`config.mk`:
```
export PLATFORM = sky130hd
export DESIGN_NAME = toom_8_evaluation
export DESIGN_NICKNAME = d
export VERILOG_FILES = /design/src/rtl/toom_8_evaluation.sv
export SDC_FILE = /design/constraint.sdc
export NUM_CORES = 2
export LEC_CHECK = 0
export CORE_MARGIN = 3
export CORE_UTILIZATION = 35
export CTS_BUF_LIST = sky130_fd_sc_hd__clkbuf_4
export CTS_CLUSTER_SIZE = 24
export DETAILED_ROUTE_END_ITERATION = 10
export PLACE_DENSITY_LB_ADDON = 0.12
export SETUP_SLACK_MARGIN = 0.15
export SYNTH_ARGS = -nofsm -noshare
export SYNTH_HDL_FRONTEND = slang
export SYNTH_SLANG_ARGS = --single-unit
```
`constraint.sdc`:
```
create_clock -name clk -period 19.95 [get_ports clk]
set_clock_uncertainty 0.1 [all_clocks]
set_input_delay 5.985 -clock clk [delete_from_list [all_inputs] [get_ports clk]]
set_output_delay 5.985 -clock clk [all_outputs]
set_load 0.01 [all_outputs]
```
`src/rtl/toom_8_evaluation.sv`:
```
// Toom-8 operand evaluation: streams A(x) for x = 0,1,-1,2,-2,...,7,inf using a
// Horner loop whose multiply by the small constant x is built from shifts and adds.
module toom_8_evaluation (
   input  logic                clk,
   input  logic                rst,
   input  logic                in_valid,
   output logic                in_ready,
   input  logic [1023:0]       a,
   output logic                out_valid,
   input  logic                out_ready,
   output logic [3:0]          out_idx,
   output logic signed [148:0] out_val,
   output logic                out_last,
   output logic                busy
);

   localparam int unsigned LIMB_W = 128;
   localparam int unsigned OP_W   = 1024;
   localparam int unsigned ACC_W  = 149;
   localparam int unsigned IDX_W  = 4;
   localparam int unsigned K_W    = 3;
   localparam logic [IDX_W-1:0] IDX_LAST = IDX_W'(14);

   typedef enum logic [1:0] {
      IDLE,
      LOAD,
      EVAL,
      OUT
   } state_e;

   state_e                  state_q;
   logic [OP_W-1:0]         a_q;
   logic [IDX_W-1:0]        idx_q;
   logic [K_W-1:0]          k_q;
   logic signed [ACC_W-1:0] acc_q;
   logic                    in_ready_q;
   logic                    out_valid_q;
   logic                    out_last_q;
   logic                    busy_q;

   logic [LIMB_W-1:0]       limb_k_c;
   logic [K_W-1:0]          x_mag_c;
   logic                    x_neg_c;
   logic signed [ACC_W-1:0] prod_c;
   logic signed [ACC_W-1:0] acc_d;

   assign limb_k_c = a_q[{k_q, 7'd0} +: LIMB_W];

   // Point index 2m-1 is x=+m, 2m is x=-m, so |x| = (idx+1)/2 and odd idx is positive.
   always_comb begin
      x_mag_c = K_W'((5'(idx_q) + 5'd1) >> 1);
      x_neg_c = ~idx_q[0];
      prod_c  = '0;
      if (x_mag_c[0]) prod_c = prod_c + acc_q;
      if (x_mag_c[1]) prod_c = prod_c + (acc_q <<< 1);
      if (x_mag_c[2]) prod_c = prod_c + (acc_q <<< 2);
      if (x_neg_c)    prod_c = -prod_c;
      acc_d = prod_c + $signed({{(ACC_W - LIMB_W){1'b0}}, limb_k_c});
   end

   always_ff @(posedge clk) begin
      if (rst) begin
         state_q     <= IDLE;
         a_q         <= '0;
         idx_q       <= '0;
         k_q         <= '0;
         acc_q       <= '0;
         in_ready_q  <= 1'b1;
         out_valid_q <= 1'b0;
         out_last_q  <= 1'b0;
         busy_q      <= 1'b0;
      end else begin
         case (state_q)
            IDLE: begin
               if (in_valid && in_ready_q) begin
                  a_q        <= a;
                  idx_q      <= '0;
                  state_q    <= LOAD;
                  in_ready_q <= 1'b0;
                  busy_q     <= 1'b1;
               end
            end
            LOAD: begin
               acc_q <= (idx_q == '0) ? $signed({{(ACC_W - LIMB_W){1'b0}}, a_q[LIMB_W-1:0]})
                                      : $signed({{(ACC_W - LIMB_W){1'b0}}, a_q[OP_W-1 -: LIMB_W]});
               k_q   <= K_W'(6);
               // Points 0 and inf are single limbs and skip the Horner loop.
               if (idx_q == '0 || idx_q == IDX_LAST) begin
                  state_q     <= OUT;
                  out_valid_q <= 1'b1;
                  out_last_q  <= (idx_q == IDX_LAST);
               end else begin
                  state_q <= EVAL;
               end
            end
            EVAL: begin
               acc_q <= acc_d;
               if (k_q == '0) begin
                  state_q     <= OUT;
                  out_valid_q <= 1'b1;
                  out_last_q  <= 1'b0;
               end else begin
                  k_q <= k_q - K_W'(1);
               end
            end
            OUT: begin
               if (out_ready) begin
                  out_valid_q <= 1'b0;
                  out_last_q  <= 1'b0;
                  if (idx_q == IDX_LAST) begin
                     state_q    <= IDLE;
                     in_ready_q <= 1'b1;
                     busy_q     <= 1'b0;
                  end else begin
                     idx_q   <= idx_q + IDX_W'(1);
                     state_q <= LOAD;
                  end
               end
            end
            default: begin
               state_q <= IDLE;
            end
         endcase
      end
   end

   // in_ready is held low while rst is asserted.
   assign in_ready  = in_ready_q & ~rst;
   assign out_valid = out_valid_q;
   assign out_last  = out_last_q;
   assign busy      = busy_q;
   assign out_idx   = idx_q;
   assign out_val   = acc_q;

endmodule

```
==> metrics.yaml <==
timing:
  layout_worst_path_cycle_share_pct: 87.8
  fin_crit_ps: 17510
  slew_headroom_pct: 9.14
  drv_slew: 0
  setup_violations: 0
  tightest_slew_ps: 1350
  hold_violations: 0
  setup_tns_ps: 0
  rsz0062_at_grt: "false"
  max_freq_ghz: 0.0571
clock_network:
  cts_buffer_depth: 4
  cts_made_buffers: 333
  cts_root_buffer: "clkbuf_4"
  h-tree-depth: 5
  cts_tree: "built"
  cts_resized: 0
  holdBufCountCts: 0
  cts_setup_buffers: 0
  cts.sinks: 1186
  worstSkewPairLatency_ps: 1220
  clk_pin_slew_ps: 80
final_layout:
  fillers: 28096
  final_cell_mix: "nand2_1, a21oi_1, clkdlybuf4s50_1, dfxtp_1, nor2_1"
  nets: 15509
  final_cells: 17960
  area_growth_pct: 20.0
  layout-drive-gt1-share_pct: 9.03
  mostFrequentLayoutCell: "nand2_1"
synthesis:
  yosysUniqueCellTypes: 119
  synth-main-ff-cell: "dfxtp_1"
  ys_seq_area_share_pct: 25.0
  netlist_instances: 13302
  ys_ff_latch: 1186
  avgSynthCellArea_sq_um: 7.14
  ys_warn_count: 0
  syn_nets: 14740
  synthArstFlopShare_pct: 0
  synth_edf_count: 0
  syn_area_sq_um: 95000
run_status:
  status: "finished, final reports clean"
power_and_ir_drop:
  ir_worst_vdd_mv: 0.144
  p_leak_nw: 42.6
  powerDensity_nw_per_um2: 96.9
critical_path:
  required_ps: 20970
  r2r_slack_ps: 2440
  worstSetupEndpointType: "flop"
  start_kind: "flop"
  critPathMostFrequentCell: "a21oi_1"
  critPathBufInv: 5
  crit_arrival_ps: 18530
  critPathMaxFanout: 108
  cp_top_family: "compound AO/OA/AOI/OAI gates"
  max_stage_delay_ps: 840
  cp_slowest_cell: "nor4_1"
  reg2regPathDepth: 51
  r2r-end: "out_val[148]"
  r2r-start: "out_idx[0]"
  critPathKind: "flop to flop"
placed_design:
  dp_hpwl_mm: 471
  portBuffers: 1184
  routabilityCongestion: 1.06
  place_inst: 17288
global_route:
  grt_usage_pct: 39.4
  grt_max_degree: 208
  gr-total-overflow: 0
  antenna_found_initial: 207
  grt_first_pass_wirelength_mm: 792
  grt_pass1_vias: 102628
hold_path:
  hold-path-cell-count: 2
  min_from: "a_q[887]"
  min-delay-path-class: "flop to flop"
  min_delay_worst_endpoint: "a_q[887]"
detailed_routing:
  antenna_left: 0
  via_count: 112525
  drt_wl_total_mm: 580
  drc: 0
  routed_via_density: 6.27
  first_pass_iters: 9
  drtIter0Drc: 15792
  wl_per_cell_um: 32.3
floorplanning:
  die_w_um: 527
  die_area_sq_um: 278000
  start_util_pct: 35.3
  die_y_um: 527
  rows: 190
  core_sq_um: 269000
  top_level_ports: 1185
run:
  cap_violations: 0
## layout make-up
type,count,area (sq um),area share (%)
Multi-Input combinational cell,11009,67200,58.9
Sequential cell,1186,23800,20.8
Timing Repair Buffer,1393,13600,11.9
Tap cell,3552,4440,3.90
Clock buffer,488,3660,3.21
Inverter,148,561,0.492
Clock inverter,78,544,0.477
Antenna cell,106,265,0.233
## per-stage QoR
| stage | setup slack, ps | power [mW] | hold WS [ps] | util, % | area (sq um) |
|---|---|---|---|---|---|
| finish | 2440 | 11.0 | 352 | 42.4 | 114000 |
| global route | 1680 | 11.6 | 365 | 42.3 | 114000 |
| CTS | 2860 | 10.9 | 351 | 42.3 | 114000 |
| detailed placement | 2900 | 8.54 | 343 | 40.7 | 110000 |
| global placement | 2660 | 8.49 | 340 | 40.7 | 109000 |
| floorplan | 4220 | 6.43 | 333 | - | 95000 |
## worst max-delay path by stage
| stage | start | to | slack (ps) | depth (start not counted) |
|---|---|---|---|---|
| after global placement | out_idx[0] | out_val[148] | 2660 | 54 |
| after global routing | out_idx[0] | out_val[137] | 1680 | 54 |
| after floorplan | out_idx[0] | out_val[145] | 4220 | 72 |
| after CTS | out_idx[0] | out_val[148] | 2860 | 51 |
| after detailed placement | out_idx[0] | out_val[148] | 2900 | 51 |
| final | out_idx[0] | out_val[148] | 2440 | 51 |
## worst min-delay path, stage by stage, from the launching register on
cell,delay (ps)
dfxtp_1,300
nand2_1,50
a21oi_1,50
## synth_stat cells (34+ instances only)
master / n / area, sq um
inv_1: 144 / 541
a21boi_0: 34 / 255
o31ai_1: 59 / 443
o21bai_1: 80 / 601
o21a_1: 70 / 526
xor2_1: 176 / 1540
nor4_1: 84 / 526
a211oi_1: 114 / 856
o22ai_1: 39 / 244
ha_1: 407 / 5090
dfxtp_1: 1186 / 23700
nand3_1: 192 / 961
o21ai_0: 567 / 2840
xnor2_1: 321 / 2810
mux4_2: 256 / 5770
or3_1: 57 / 357
a21o_1: 230 / 1730
o211ai_1: 84 / 631
buf_1: 105 / 394
a22oi_1: 64 / 480
nand2_1: 3139 / 11800
a221oi_1: 54 / 473
nand2b_1: 60 / 375
nand4_1: 225 / 1410
a31oi_1: 117 / 732
mux2i_1: 109 / 1090
clkbuf_1: 822 / 3090
nor3_1: 255 / 1280
nor2b_1: 56 / 350
nand3b_1: 42 / 315
a21oi_1: 2109 / 10600
mux2_2: 146 / 1640
and3_1: 103 / 644
or2_2: 42 / 263
nor2_1: 889 / 3340
and2_1: 164 / 1030
## metal layers
layer / vias to the layer above / global-route usage [%] / wire (um)
met5: - / 0 / 174
met4: 26 / 16.7 / 25000
met3: 976 / 9.13 / 61700
met2: 6819 / 54.7 / 233000
met1: 55060 / 57.5 / 259000
li1: 49644 / - / -
## registers in the layout (all words and copies together) (netlist names)
register,count
a_q,1024
out_val,149
out_idx,4
k_q,3
state_q,2
busy,1
in_ready_q,1
out_last,1
out_valid,1
## where the power goes
part | switching [mW] | internal (mW) | leakage [nW]
logic | 3.51 | 1.81 | 30.4
clock network | 1.14 | 1.22 | 2.52
registers | 0.537 | 2.84 | 9.69
## logic make-up after synthesis
kind of cell    after synthesis  share of synthesized area (%)
simple gates               5505                           25.7
mux                         512                           8.96
fa+ha+maj                   415                           5.48
compound gates             4077                           25.7
flops                      1186                           25.0
xor+xnor                    500                           4.65
buf+inv                    1107                           4.49
(Power assumes the default switching activity.)
